===== src/rtl/pic_priority_core.sv =====
// pic_priority_core: rotating-priority resolver with in-service register, rotation pointer and EOI handling
//   clk, rst_n                                 clock, asynchronous active-low reset
//   irr, imr                                   pending requests, mask (1 = masked)
//   special_mask, aeoi, auto_rotate            mode controls
//   inta                                       accept the current winner
//   eoi, eoi_specific, eoi_rotate, eoi_level   end-of-interrupt command
//   set_prio, prio_level                       make prio_level the lowest-priority channel
//   int_out, vec, spurious, irr_clr            CPU request, accepted channel, spurious ack, IRR clear
//   isr, lowest                                in-service register, current lowest-priority channel
module pic_priority_core #(
  parameter int N = 8,
  localparam int W = $clog2(N)
) (
  input  logic         clk,
  input  logic         rst_n,
  input  logic [N-1:0] irr,
  input  logic [N-1:0] imr,
  input  logic         special_mask,
  input  logic         aeoi,
  input  logic         auto_rotate,
  input  logic         inta,
  input  logic         eoi,
  input  logic         eoi_specific,
  input  logic         eoi_rotate,
  input  logic [W-1:0] eoi_level,
  input  logic         set_prio,
  input  logic [W-1:0] prio_level,
  output logic         int_out,
  output logic [W-1:0] vec,
  output logic         spurious,
  output logic [N-1:0] irr_clr,
  output logic [N-1:0] isr,
  output logic [W-1:0] lowest
);
  logic [N-1:0] cand, eoi_clr, isr_set;
  logic [W-1:0] win_ch, top_isr_ch, eoi_ch;
  int win_pos, isr_pos;
  logic valid, eoi_hit, eoi_rot, aeoi_rot, prio_ok;

  // Channel sitting at priority position i (0 = highest), wrapping modulo N.
  function automatic logic [W-1:0] ch_at(input logic [W-1:0] low, input int i);
    int c;
    c = int'(low) + 1 + i;
    return W'(c >= N ? c - N : c);
  endfunction

  // Scan from lowest to highest priority so the highest-priority hit is the one kept.
  // A position of N means nothing was found.
  always_comb begin
    cand = irr & ~imr & ~(special_mask ? isr : '0);
    win_pos = N;
    win_ch = '0;
    isr_pos = N;
    top_isr_ch = '0;
    for (int i = N - 1; i >= 0; i--) begin
      if (cand[ch_at(lowest, i)]) begin
        win_pos = i;
        win_ch = ch_at(lowest, i);
      end
      if (isr[ch_at(lowest, i)]) begin
        isr_pos = i;
        top_isr_ch = ch_at(lowest, i);
      end
    end
  end

  // Fully nested: winner must outrank every in-service channel; special mask ignores isr.
  assign valid    = win_pos < N && (special_mask || win_pos < isr_pos);
  assign eoi_hit  = eoi && (eoi_specific ? int'(eoi_level) < N : isr_pos < N);
  assign eoi_ch   = eoi_specific ? eoi_level : top_isr_ch;
  assign eoi_clr  = eoi_hit ? N'(1) << eoi_ch : '0;
  assign isr_set  = inta && valid && !aeoi ? N'(1) << win_ch : '0;
  assign prio_ok  = set_prio && int'(prio_level) < N;
  assign eoi_rot  = eoi_hit && eoi_rotate;
  assign aeoi_rot = inta && valid && aeoi && auto_rotate;

  always_ff @(posedge clk or negedge rst_n)
    if (!rst_n) begin
      isr      <= '0;
      lowest   <= W'(N - 1);
      vec      <= '0;
      int_out  <= 1'b0;
      spurious <= 1'b0;
      irr_clr  <= '0;
    end else begin
      isr      <= (isr & ~eoi_clr) | isr_set;
      lowest   <= prio_ok ? prio_level : eoi_rot ? eoi_ch : aeoi_rot ? win_ch : lowest;
      vec      <= inta ? (valid ? win_ch : W'(N - 1)) : vec;
      int_out  <= valid;
      spurious <= inta && !valid;
      irr_clr  <= inta && valid ? N'(1) << win_ch : '0;
    end
endmodule


===== config.mk =====
export PLATFORM = sky130hd
export DESIGN_NAME = pic_priority_core
export DESIGN_NICKNAME = d
export VERILOG_FILES = /design/src/rtl/pic_priority_core.sv
export SDC_FILE = /design/constraint.sdc
export NUM_CORES = 1
export LEC_CHECK = 0
export CAP_MARGIN = 5
export CORE_ASPECT_RATIO = 0.75
export CORE_MARGIN = 1.5
export CORE_UTILIZATION = 35
export CTS_BUF_LIST = sky130_fd_sc_hd__clkbuf_8
export DETAILED_ROUTE_END_ITERATION = 12
export GPL_TIMING_DRIVEN = 0
export PLACE_DENSITY = 0.6
export SLEW_MARGIN = 20
export SYNTH_ARGS = -nofsm -noshare
export SYNTH_HDL_FRONTEND = slang
export SYNTH_SLANG_ARGS = --single-unit

===== constraint.sdc =====
create_clock -name clk -period 4.7 [get_ports clk]
set_input_delay 0.94 -clock clk [delete_from_list [all_inputs] [get_ports clk]]
set_output_delay 0.94 -clock clk [all_outputs]
set_load 0.005 [all_outputs]

## Word level (Yosys, flattened, before mapping)

Index checks and enable logic that the tools add are counted.

| storage, ports and cells | value |
|---|---|
| bits in registers | 24 |
| output and inout bits | 24 |
| logic and storage cells | 144 |

| cells by class | value |
|---|---|
| $add $sub $neg | 16 |
| order comparisons | 19 |
| shift operators | 2 |
| mux-type cells | 82 |
| bitwise operators | 7 |
| reductions and logical operators | 12 |

Operators with widths:

| operator | count |
|---|---|
| two-way mux 32 bit | 13 |
| two-way mux 3 bit | 29 |
| < comparator 32 x 5 -> 1 bit, second input constant | 2 |
| binary-select mux 1 bit (select 3 bit) | 16 |
| >= comparator 5 x 4 -> 1 bit, second input constant | 7 |
| < comparator 3 x 4 -> 1 bit, second input constant | 8 |
| < comparator 32 bit | 1 |
| two-way mux 8 bit | 4 |
| AND 8 bit | 3 |
| inverter 8 bit | 3 |
| subtractor 3 x 1 -> 3 bit, second input constant | 8 |
| adder 4 x 3 -> 5 bit, second input constant | 4 |
| two-way mux 1 bit | 17 |
| << shifter 1 x 3 -> 8 bit, first input constant | 2 |
| two-way mux 4 bit | 3 |
| adder 4 x 2 -> 5 bit, second input constant | 2 |
| logical AND 1 bit | 8 |
| bitwise OR 8 bit | 1 |
| adder 4 x 1 -> 5 bit, second input constant | 1 |
| adder 3 x 1 -> 4 bit, second input constant | 1 |
| >= comparator 4 bit, second input constant | 1 |
| nonzero test 3 bit | 1 |
| zero test 1 bit | 2 |
| logical OR 1 bit | 1 |

## Depth between registers and ports, before layout

Gate-level depths: netlist (run 1).

| depth | value |
|---|---|
| word-level depth | 23 |
| mapped depth | 23 |
| depth with buffers taken out | 19 |

## Worst setup path after synthesis (run 1)

No wires, ideal clock.

| path | value |
|---|---|
| kind | register to register |
| start point | reg lowest[0] |
| end point | reg isr[0] |
| setup time | 0.077 ns |
| data arrival time | 4.609 ns |
| required time | 4.623 ns |
| setup slack | 0.014 ns |
| stages on the path, launching flop included | 23 |
| buffers on the path | 4 |
| clock period less this slack | 4.686 ns |
| cells stage by stage | dfstp_2 buf_6 inv_1 clkbuf_1 ha_1 buf_6 buf_4 nor2b_1 nand3_1 nand4_1 mux2_2 or2_1 a211o_1 a21oi_1 ha_1 a21o_1 a21oi_1 nand2_1 a211oi_1 a211oi_2 nor3b_1 nand2_1 o21ai_1 |

| between the ends | value |
|---|---|
| word-level cells in the longest chain between the ends | 21 |
| elaborated cells between the ends (all ways) | 113 |
| classes of those cells | add/sub (16); order compare (11); shift (2); mux (76); bitwise (3); reduce/logical (5) |

Ends and longest elaborated chain:

| element | RTL line | source |
|---|---|---|
| start, declared | 33 | `output logic [W-1:0] lowest` |
| start signal, assigned | 80 | `lowest <= W'(N - 1);` |
| start signal, assigned | 87 | `lowest <= prio_ok ? prio_level : eoi_rot ? eoi_ch : aeoi_rot ? win_ch : lowest;` |
| adder 3 x 1 -> 4 bit (*) | 43 | `c = int'(low) + 1 + i;` |
| adder 4 x 3 -> 5 bit | 43 |  |
| >= comparator 5 x 4 -> 1 bit or subtractor 3 x 1 -> 3 bit (tied branches) | 44 | `return W'(c >= N ? c - N : c);` |
| two-way mux 3 bit | 44 |  |
| binary-select mux 1 bit (select 3 bit), on equally long branches | 60, 56 |  |
| two-way mux 1 bit, on equally long branches | 60, 56 |  |
| two-way mux 4 bit, on equally long branches | 60, 56 |  |
| two-way mux 32 bit or two-way mux 4 bit (tied branches) | 60, 56 |  |
| two-way mux 32 bit, on equally long branches (6 in series) | 60, 56 |  |
| < comparator 32 x 5 -> 1 bit or < comparator 32 bit (tied branches) | 69, 68 |  |
| two-way mux 1 bit or logical OR 1 bit (tied branches) | 69, 68 |  |
| logical AND 1 bit, on equally long branches | 69, 68 |  |
| two-way mux 8 bit or logical AND 1 bit (tied branches) | 71, 72 |  |
| inverter 8 bit or logical AND 1 bit (tied branches) | 86, 72 |  |
| AND 8 bit or two-way mux 8 bit (tied branches) | 86, 72 |  |
| bitwise OR 8 bit (*) | 86 | `isr <= (isr & ~eoi_clr) \| isr_set;` |
| end signal, assigned | 86 |  |
| end, declared | 32 | `output logic [N-1:0] isr,` |

Every way passes the cells marked *; elsewhere a longest branch is shown, timed or not. The select of a mux whose other input is x is not followed.
A chain may end at the register's enable or synchronous reset.

## Worst setup path after layout (run 1)

| path | value |
|---|---|
| start point | in irr[7] |
| end point | reg isr[4] |

| between the ends | value |
|---|---|
| word-level cells in the longest chain between the ends | 19 |
| elaborated cells between the ends (all ways) | 43 |
| classes of those cells | order compare (2); shift (1); mux (33); bitwise (3); reduce/logical (4) |

Ends and longest elaborated chain:

| element | RTL line | source |
|---|---|---|
| start, declared | 16 | `input logic [N-1:0] irr,` |
| AND 8 bit (*) (2 in series) | 50 | `cand = irr & ~imr & ~(special_mask ? isr : '0);` |
| binary-select mux 1 bit (select 3 bit) | 56 | `if (cand[ch_at(lowest, i)]) begin` |
| two-way mux 1 bit (not written as such) | 56 |  |
| two-way mux 4 bit (2 in series) | 56 |  |
| two-way mux 32 bit (6 in series) | 56 |  |
| < comparator 32 bit | 68 | `assign valid = win_pos < N && (special_mask \|\| win_pos < isr_pos);` |
| logical OR 1 bit | 68 |  |
| logical AND 1 bit | 68 |  |
| logical AND 1 bit (2 in series) | 72 | `assign isr_set = inta && valid && !aeoi ? N'(1) << win_ch : '0;` |
| two-way mux 8 bit (*) | 72 |  |
| bitwise OR 8 bit (*) | 86 |  |

Marks and branches as above.

==> results of run 1 <==
[how the worst min path moves through the flow]
stage,endpoint
after global placement,vec[0]$_DFFE_PN0P_
final,vec[0]$_DFFE_PN0P_
after detailed placement,vec[0]$_DFFE_PN0P_
after CTS,vec[0]$_DFFE_PN0P_
after global routing,vec[0]$_DFFE_PN0P_
after floorplan,vec[0]$_DFFE_PN0P_
[worst reg2reg max path, delay by kind of cell (launching register included)]
family	cells	cell delay, ns
buffers and inverters	4	0.41
multiplexers	1	0.54
AO/OA/AOI/OAI	6	1.21
flip-flops	1	0.57
adder cells (fa/ha/maj)	2	0.54
AND/OR/NAND/NOR	6	1.36
[registers in the layout, indices dropped and copies added, names as in the netlist]
| signal | cells |
|---|---|
| vec | 3 |
| int_out | 1 |
| irr_clr | 8 |
| lowest | 3 |
| spurious | 1 |
| isr | 8 |
[layer usage]
metal | up-vias | wire (um)
li1 | 1591 | -
met1 | 1671 | 4890
met2 | 192 | 5030
met3 | 10 | 1100
met4 | 0 | 133
met5 | - | 0
[synth_stat cells, drive strengths merged (5+ instances only)]
| cell | number |
|---|---|
| and2 | 12 |
| mux4 | 18 |
| nand2 | 44 |
| dfrtp | 21 |
| nor2b | 13 |
| nor3 | 8 |
| inv | 6 |
| nor2 | 37 |
| clkbuf | 10 |
| a31oi | 5 |
| nand3 | 18 |
| o22ai | 5 |
| a211oi | 8 |
| ha | 5 |
| mux2i | 18 |
| mux2 | 9 |
| o31ai | 5 |
| o21ai | 33 |
| a21oi | 20 |
| a22oi | 7 |
| buf | 7 |
| nand2b | 11 |
[area by class of cell]
class / instances / area share [%]
sequential: 24 / 14.2
tap: 108 / 3.17
clock inverter: 1 / 0.704
buffer: 17 / 2.90
inverter: 6 / 0.587
clock buffer: 3 / 0.968
multi-input combinational: 328 / 59.9
timing repair buffer: 78 / 17.6
[kinds of logic after synthesis]
logic type	synth area share, %
mux	22.4
fa+ha+maj	2.04
flops	19.7
compound gates	23.0
simple gates	26.9
buf+inv	3.59
xor+xnor	2.32
[metrics by stage]
step | area [um^2] | utilization [%] | hold slack (ns)
floorplan | 3070 | - | 0.481
global placement | 3730 | 44.0 | 0.484
detailed placement | 3730 | 44.0 | 0.489
CTS | 4020 | 47.3 | 0.514
global route | 4270 | 50.3 | 0.541
finish | 4270 | 50.3 | 0.517
[cells in the final DEF (no fill, tap or decap), types with 4 or more instances in the layout]
cell and count:
o22ai_1 5, nand2_2 4, clkdlybuf4s50_1 52, a31oi_1 4, nand3_1 16, nand4_1 4, nor2_1 33, nand2b_1 10
mux2i_1 18, buf_4 22, a22oi_1 6, and2_1 10, o21ai_2 4, inv_1 5, a21oi_1 18, o21ai_1 16
buf_2 5, mux2_2 8, mux4_2 18, nand2_1 40, a211oi_1 5, nor2b_1 11, dfrtp_1 21, nor3_1 7
clkbuf_1 9, o21ai_0 13, o31ai_1 4
[what timing repair did]
action,4_1_cts,5_1_grt
resized for setup,26,29
pin swaps,7,19
endpoints found under the setup margin,24,23
gates cloned,0,2
setup buffers,12,11
==> out/metrics.csv, run 1 <==
metric;value;unit
Inserted Diodes;0;
die height;84.1;um
Clock transition at path regs;0.09;ns
met2 track demand over resource;36.0;%
initial antenna violation count;0;
# IOs;56;
status;finished, final reports clean;
critical-path cell list;clkdlybuf4s50_1 -> nor2b_1 -> and2_1 -> mux4_2 -> mux2_4 -> or2_1 -> a211o_1 -> a21oi_2 -> ha_1 -> a21o_1 -> a21oi_2 -> nand2_1 -> a211oi_2 -> a211oi_4 -> nor3b_4 -> nand2_2 -> o21ai_2;
r2r startpoint;lowest[0]$_DFFE_PN1P_;
via count of the first global-routing pass;3223;
CP required;4.91;ns
Total GRT Usage;22.7;%
Crit. End Element;flip-flop;
CP max FO;6;
Worst path slowest cell;mux4_2;
nets@finish;495;
worst slew pin tran;0.820;ns
drt total wl;11200;um
core area;8490;um^2
largest net degree at the start of global routing;25;
RSZ-0062 raised after global routing;yes;
dpl ws;-1.05;ns
busiest grt layer;met2;
H-Tree Level Count;1;
Yosys warnings;0;
CP Launch Type;input port;
Post-synth ARST share;100;%
top post-synthesis cells by area;dfrtp_1, mux4_2, mux2i_1;
Yosys reg bits;24;
Post-Route Skew;0.00291;ns
area of the mapped netlist;3070;um^2
Synth Instances;375;
Starting DRT DRC Count;288;
Initial Utilization;36.1;%
total of max-cap violations;0;
CTS tree;built;
Wirelength per Cell;19.7;um
grt met1 use;33.1;%
clock sinks;24;
gpl congestion;0.901;
GR Util met3;4.14;%
Via density;6.13;
Hold Crit Class;flip-flop to flip-flop;
Reg2Reg Depth;19;
setup_tns;0;ns
Fillers;838;
dpl cells;536;
Avg Inst Size Synth;8.18;um^2
Crit path buffers/inverters;1;
cts bufs inserted;3;
GR Overflow Total;0;
Skew-Pair Late Insertion Delay;0.27;ns
DR vias;3464;
final-report setup violation count;0;
Tcrit/Tclk final;99.8;%
Die Wd;111;um
Fmax;0.213;GHz
die area;9350;um^2
flop-to-flop setup slack;0.009;ns
CP Class;input port to flip-flop;
DP HPWL;8280;um
EDFF count, synth;0;
syn nets;412;
Hold Path Stages;2;
multi-input combinational cell area;2550;um^2
fin crit period;4.69;ns
R2R Path End;isr[4]$_DFF_PN0_;
IO buf count;53;
post-route ant nets;0;
fraction of final layout cells with drive strength greater than 1;23.6;%
cell count along the critical path;17;
cell family with most CP delay;compound AO/OA/AOI/OAI gates;
cell taking the most area after synthesis;dfrtp_1;
worst setup path end;isr[4]$_DFF_PN0_;
CTS Hold Bufs;0;
Primary FF master, synth;dfrtp_1;
register area;604;um^2
CP startpoint;irr[7];
CP peak stage delay;0.49;ns
Syn-to-layout area delta;39.0;%
min-delay src;vec[0]$_DFFE_PN0P_;
Root Buffer;clkbuf_8;
clock buffer depth;2;
post-synth top area share;17.1;%
Most common cell on crit path;a21oi_2;
Final WS setup;0.00862;ns
non-filler cells, final;565;
post-synth cell types;58;
DRC;0;
Slew Limit Fails;0;
first drt pass iteration count;5;
Arr. time, crit path;4.90;ns
Final Hold Fails;0;
slew margin rel.;44.8;%
sequential-to-total area share from yosys stat;19.7;%
global-route wire length before repair;17100;um
row cnt;29;
Power of run 1 is not shown: default switching activity piles up to over one toggle a cycle in this logic, so the estimate is an artifact.
==> inputs of run 2 (changes only) <==
--- a/config.mk
+++ b/config.mk
@@ -8,11 +8,11 @@
 export CAP_MARGIN = 5
 export CORE_ASPECT_RATIO = 0.75
 export CORE_MARGIN = 1.5
-export CORE_UTILIZATION = 35
+export CORE_UTILIZATION = 40
 export CTS_BUF_LIST = sky130_fd_sc_hd__clkbuf_8
 export DETAILED_ROUTE_END_ITERATION = 12
 export GPL_TIMING_DRIVEN = 0
-export PLACE_DENSITY = 0.6
+export PLACE_DENSITY = 0.67
 export SLEW_MARGIN = 20
 export SYNTH_ARGS = -nofsm -noshare
 export SYNTH_HDL_FRONTEND = slang
==> run 2 against run 1 <==
Compared with the run above: the flow now finishes with violations (setup timing); core utilization grew 8.1 points; sequential share of layout area shrank 0.18 points; first-iteration DRC count grew 19%; register-to-register slack is essentially flat; critical path depth is the same.
==> out/metrics.csv, run 2 (synthesized netlist as in run 1, its figures left out) <==
metric;value;unit;change
status;finished with violations;;
failing checks;setup timing;;
grt met1 use;37.6;%;+4.5 points
DR vias;3551;;+2.5%
CP max FO;5;;-1
RSZ-0062 raised after global routing;yes;;
initial antenna violation count;0;;unchanged
cts bufs inserted;3;;unchanged
core area;7400;um^2;-13%
total of max-cap violations;0;;unchanged
Arr. time, crit path;4.91;ns;about the same
Wirelength per Cell;19.7;um;-0.35%
Final WS setup;-0.00624;ns;-0.0149 ns
first drt pass iteration count;5;;unchanged
Hold Crit Class;flip-flop to flip-flop;;
CTS Hold Bufs;0;;unchanged
final core utilization;58.4;%;+8.1 points
cell family with most CP delay;compound AO/OA/AOI/OAI gates;;
Crit path buffers/inverters;1;;unchanged
met2 track demand over resource;41.4;%;+5.4 points
Clock transition at path regs;0.09;ns;about the same
Syn-to-layout area delta;40.8;%;
nets@finish;503;;+1.6%
CP startpoint;irr[7];;
fraction of final layout cells with drive strength greater than 1;27.5;%;+3.9 points
clock buffer depth;2;;unchanged
commonest cells after routing, fill and taps aside;clkdlybuf4s50_1, nand2_1, buf_4, nor2_1, dfrtp_1;;
slew margin rel.;24.8;%;-20 points
Skew-Pair Late Insertion Delay;0.27;ns;about the same
Fmax;0.212;GHz;-0.32%
min-delay src;vec[0]$_DFFE_PN0P_;;
CP required;4.90;ns;about the same
die area;8210;um^2;-12%
CP Launch Type;input port;;
Root Buffer;clkbuf_8;;
CTS tree;built;;
drt total wl;11100;um;-0.17%
largest net degree at the start of global routing;25;;unchanged
fin crit period;4.71;ns;+0.0149 ns
CP peak stage delay;0.50;ns;about the same
Post-Route Skew;0.00168;ns;-0.00123 ns
Slew Limit Fails;0;;unchanged
# IOs;56;;unchanged
Final Hold Fails;0;;unchanged
Crit. End Element;flip-flop;;
DP HPWL;8030;um;-3.0%
gpl congestion;0.951;;+5.6%
Total GRT Usage;26.3;%;+3.5 points
final-report setup violation count;5;;+5
Die Wd;104;um;-6.3%
Via density;6.27;;+2.3%
critical-path cell list;clkdlybuf4s50_1 -> nor2b_4 -> and2_4 -> mux4_2 -> mux2_4 -> or2_4 -> a211o_1 -> a21oi_2 -> ha_1 -> a21o_1 -> a21oi_2 -> nand2_2 -> a211oi_4 -> a211oi_4 -> nor3b_4 -> nand2_2 -> o21ai_2;;
Initial Utilization;41.5;%;+5.3 points
DRC;0;;unchanged
leading cell type in the layout, fill and taps excluded;clkdlybuf4s50_1;;
Tcrit/Tclk final;100;%;+0.32 points
biggest registers after layout;irr_clr x8, isr x8;;
H-Tree Level Count;1;;unchanged
GR Util met3;4.11;%;-0.034 points
via count of the first global-routing pass;3257;;+1.1%
Starting DRT DRC Count;343;;+19%
worst slew pin tran;1.12;ns;+0.303 ns
Inserted Diodes;0;;unchanged
die height;78.9;um;-6.2%
r2r startpoint;lowest[0]$_DFFE_PN1P_;;
busiest grt layer;met2;;
post-route ant nets;0;;unchanged
Worst path slowest cell;mux4_2;;
IO buf count;53;;unchanged
CP Class;input port to flip-flop;;
row cnt;27;;-6.9%
clock sinks;24;;unchanged
global-route wire length before repair;17200;um;+0.73%
GR Overflow Total;0;;unchanged
run 2: cell count changes in the layout (fill, tap and decap cells not counted), moves of 7 or more:
cell     previous run  this run
buf_4              22        32
and2_1             10         3
and2_4              2         9
nor2b_1            11         4
nor2b_4             1         8
run 2: final cells by class:
type                       count  area, um^2
buffer                        17         128
clock buffer                   3        41.3
clock inverter                 1        30.0
fill                         673        3080
inverter                       6        25.0
multi-input combinational    328        2570
sequential                    24         604
tap                          101         126
timing repair buffer          86         793
run 2: worst paths after layout:
kind                                    endpoint  slack [ns]  cells past startpoint
min reg2reg                   vec[0]$_DFFE_PN0P_        0.52                      2
max reg2reg                     isr[6]$_DFF_PN0_           0                     20
min in group asynchronous   irr_clr[7]$_DFF_PN0_        0.63                      1
max in group asynchronous  lowest[1]$_DFFE_PN1P_        3.70                      1
min                           vec[0]$_DFFE_PN0P_        0.52                      2
max                             isr[6]$_DFF_PN0_      -0.006                     17
run 2: metal layers:
metal	share of wire, %	up-vias
met2	46	195
met1	44	1723
met5	0	-
met3	8.8	21
li1	-	1612
met4	1.8	0
run 2: metrics by stage:
stage	TNS, ns	hold slack (ns)	cell area, um^2	setup WS, ns	instances
6_report	-0.0171	0.516	4320	-0.00624	566
5_1_grt	-1.97	0.550	4320	-0.160	566
4_1_cts	0	0.512	4010	0.0301	546
3_5_place_dp	-25.20	0.492	3730	-1.26	529
3_3_place_gp	-22.85	0.483	3730	-1.21	529
2_1_floorplan	0	0.481	3070	0.0139	375
run 2: worst reg2reg max path, cell delays in order, from the launching register on:
cell      delay (ns)
dfstp_2         0.57
buf_8           0.12
inv_4           0.03
buf_8           0.12
ha_4            0.29
buf_12          0.13
buf_8           0.12
mux4_2          0.52
mux2_4          0.28
or2_4           0.23
a211o_1         0.34
a21oi_2         0.16
ha_1            0.26
a21o_1          0.17
a21oi_2         0.17
nand2_2         0.09
a211oi_4        0.29
a211oi_4        0.15
nor3b_4         0.31
nand2_2         0.14
o21ai_2         0.14
run 2: repair_timing:
item	4_1_cts	5_1_grt
resized for setup	26	55
endpoints found under the setup margin	24	24
pin swaps	7	22
buffers inserted	13	20
Power of run 2 is left out for the same reason.
==> inputs of run 3 (changes only) <==
--- a/config.mk
+++ b/config.mk
@@ -5,6 +5,8 @@
 export SDC_FILE = /design/constraint.sdc
 export NUM_CORES = 1
 export LEC_CHECK = 0
+export ABC_AREA = 1
+export ABC_CLOCK_PERIOD_IN_PS = 5900
 export CAP_MARGIN = 5
 export CORE_ASPECT_RATIO = 0.75
 export CORE_MARGIN = 1.5
@@ -12,7 +14,7 @@
 export CTS_BUF_LIST = sky130_fd_sc_hd__clkbuf_8
 export DETAILED_ROUTE_END_ITERATION = 12
 export GPL_TIMING_DRIVEN = 0
-export PLACE_DENSITY = 0.67
+export PLACE_DENSITY = 0.66
 export SLEW_MARGIN = 20
 export SYNTH_ARGS = -nofsm -noshare
 export SYNTH_HDL_FRONTEND = slang
==> constraint.sdc (replaced) <==
create_clock -name clk -period 5.9 [get_ports clk]
set_input_delay 1.18 -clock clk [delete_from_list [all_inputs] [get_ports clk]]
set_output_delay 1.18 -clock clk [all_outputs]
set_load 0.005 [all_outputs]
==> run 3 against run 2 <==
Compared with the run above: register-to-register slack gained 1.8 ns; sequential share of layout area grew 4.4 points; wire length shrank 27%; the flow now finishes without violations; first-iteration DRC count shrank 36%; worst setup slack gained 1.8 ns; non-clock buffer count shrank 40; final cell count shrank 3.4%; design area shrank 24%; clock-buffer cell count is the same; highest routed layer unchanged; clock skew grew 0.0015 ns; critical path depth grew 5.
==> out/metrics.csv, run 3 <==
metric;value;unit;change
Slew Limit Fails;0;;unchanged
post-cts resize count;0;;-100%
Hold Crit Class;flip-flop to flip-flop;;
DRC;0;;unchanged
Skew-Pair Late Insertion Delay;0.27;ns;about the same
final-report setup violation count;0;;-5
Total GRT Usage;24.5;%;-1.8 points
clock buffer depth;2;;unchanged
min-delay src;lowest[1]$_DFFE_PN1P_;;
Post-Route Skew;0.00316;ns;+0.00148 ns
GR Overflow Total;0;;unchanged
cts bufs inserted;3;;unchanged
row cnt;25;;-7.4%
slew margin rel.;63.0;%;+38 points
setup_tns;0;ns;+0.0171 ns
Syn-to-layout area delta;27.5;%;
Clock transition at path regs;0.09;ns;about the same
Avg Inst Size Synth;6.32;um^2;-23%
DR vias;2901;;-18%
H-Tree Level Count;1;;unchanged
die height;72.5;um;-8.0%
Post-synth ARST share;100;%;unchanged
gpl congestion;0.878;;-7.7%
hold endpoint;lowest[1]$_DFFE_PN1P_;;
Root Buffer;clkbuf_8;;
Arr. time, crit path;4.31;ns;-0.60 ns
CP Class;flip-flop to flip-flop;;
clock sinks;24;;unchanged
leading cell type in the layout, fill and taps excluded;nand2_1;;
biggest registers after layout;irr_clr x8, isr x8;;
Fillers;637;;-5.3%
die area;6940;um^2;-16%
R2R Path End;lowest[0]$_DFFE_PN1P_;;
Via density;5.30;;-15%
Synth Instances;408;;+8.8%
Primary FF master, synth;dfrtp_1;;
Hold Path Stages;2;;unchanged
status;finished, final reports clean;;
Inserted Diodes;0;;unchanged
top post-synthesis cells by area;dfrtp_1, nand2_1, nand3_1;;
Fmax;0.245;GHz;
IO buf count;54;;+1.9%
core area;6260;um^2;-15%
Starting DRT DRC Count;220;;-36%
largest net degree at the start of global routing;25;;unchanged
DP HPWL;6700;um;-17%
post-route ant nets;0;;unchanged
cell with the most instances after synthesis;nand2_1;;
post-synth top area share;20.4;%;+3.3 points
Crit. End Element;flip-flop;;
total of max-cap violations;0;;unchanged
area of the mapped netlist;2580;um^2;-16%
fin crit period;4.09;ns;
cell taking the most area after synthesis;dfrtp_1;;
worst slew pin tran;0.555;ns;-0.568 ns
Commonest cells post-synth;nand2_1, nand3_1, inv_1;;
post-synth cell types;40;;-31%
sequential-to-total area share from yosys stat;23.4;%;+3.8 points
initial antenna violation count;0;;unchanged
nets@finish;504;;+0.20%
commonest cells after routing, fill and taps aside;nand2_1, nand3_1, clkdlybuf4s50_1, inv_1, dfrtp_1;;
global-route wire length before repair;13100;um;-24%
Reg2Reg Depth;22;;+10%
CTS tree;built;;
syn nets;445;;+8.0%
Yosys warnings;0;;unchanged
via count of the first global-routing pass;2599;;-20%
RSZ-0062 raised after global routing;no;;
flop-to-flop setup slack;1.81;ns;+1.81 ns
CP max FO;10;;+5
CP required;6.12;ns;+1.22 ns
Die Wd;95.7;um;-8.1%
CTS Hold Bufs;0;;unchanged
Yosys reg bits;24;;unchanged
# IOs;56;;unchanged
r2r startpoint;lowest[0]$_DFFE_PN1P_;;
drt total wl;8100;um;-27%
fraction of final layout cells with drive strength greater than 1;13.1;%;-14 points
first drt pass iteration count;5;;unchanged
EDFF count, synth;0;;unchanged
Initial Utilization;41.2;%;-0.28 points
Wirelength per Cell;14.8;um;-25%
Tcrit/Tclk final;69.3;%;
Setup Buffers After CTS;0;;-13
CP Launch Type;flip-flop;;
Final Hold Fails;0;;unchanged
run 3: cell types whose count changed after synthesis, moves of 11 or more:
cell / delta
nand4_1: +12
mux2i_1: -16
nand3_1: +38
nor2b_1: -13
nor2_1: -19
nand2_1: +84
mux4_2: -18
inv_1: +43
and2_1: -11
run 3: routing by layer:
| metal | track usage (%) | part of all wire [%] | vias to the layer above |
|---|---|---|---|
| met5 | 0 | 0 | - |
| met4 | 4.25 | 0.99 | 0 |
| met3 | 3.98 | 7.3 | 10 |
| met2 | 34.9 | 42 | 117 |
| met1 | 38.6 | 50 | 1317 |
| li1 | - | - | 1457 |
run 3: critical path, stage by stage (launching register included):
cell	delay (ns)
dfstp_2	0.57
buf_6	0.14
inv_2	0.07
buf_4	0.19
ha_1	0.30
buf_4	0.18
inv_1	0.10
buf_2	0.28
nand3_1	0.12
o21a_1	0.15
nand2_1	0.09
o21a_1	0.20
nand2_1	0.11
nor3_1	0.33
nand2_1	0.11
ha_1	0.30
a21oi_1	0.15
nand2_1	0.10
nand2_4	0.10
nand4_2	0.19
nand2_2	0.14
nand2_1	0.05
nand2_1	0.06
run 3: worst max-delay path by stage:
stage / slack, ns / depth (start not counted) / start / end
global placement: 1.86 / 22 / lowest[0]$_DFFE_PN1P_ / lowest[0]$_DFFE_PN1P_
detailed placement: 1.86 / 22 / lowest[0]$_DFFE_PN1P_ / lowest[0]$_DFFE_PN1P_
floorplan: 2.47 / 22 / lowest[0]$_DFFE_PN1P_ / irr_clr[2]$_DFF_PN0_
global route: 1.46 / 24 / lowest[0]$_DFFE_PN1P_ / lowest[0]$_DFFE_PN1P_
CTS: 1.81 / 22 / lowest[0]$_DFFE_PN1P_ / lowest[0]$_DFFE_PN1P_
finish: 1.81 / 22 / lowest[0]$_DFFE_PN1P_ / lowest[0]$_DFFE_PN1P_
run 3: cells by family after synthesis:
family                     share of synthesized area [%]
and+or+nand+nor                                     47.5
buffers and inverters                               11.2
AOI/OAI and AO/OA                                   12.5
DFF                                                 23.4
adders and majority gates                           2.43
xor gates and xnor gates                            2.14
muxes                                              0.777
run 3: final cells by class:
type | instances | area [um^2] | area share, %
Timing Repair Buffer | 54 | 536 | 16.3
Multi-Input combinational cell | 317 | 1680 | 51.3
Inverter | 58 | 225 | 6.85
Sequential cell | 24 | 604 | 18.4
Clock inverter | 1 | 30.0 | 0.914
Buffer | 9 | 63.8 | 1.94
Clock buffer | 3 | 41.3 | 1.26
Tap cell | 81 | 101 | 3.08
run 3: stage by stage:
step | setup slack [ns] | instance area, um^2 | hold slack, ns | util (%) | std cells
floorplan | 2.47 | 2580 | 0.494 | - | 408
global placement | 1.86 | 3220 | 0.515 | 51.5 | 543
detailed placement | 1.86 | 3220 | 0.518 | 51.5 | 543
CTS | 1.81 | 3290 | 0.535 | 52.6 | 547
global route | 1.46 | 3290 | 0.558 | 52.5 | 547
finish | 1.81 | 3290 | 0.531 | 52.5 | 547
Power of run 3 is left out for the same reason.
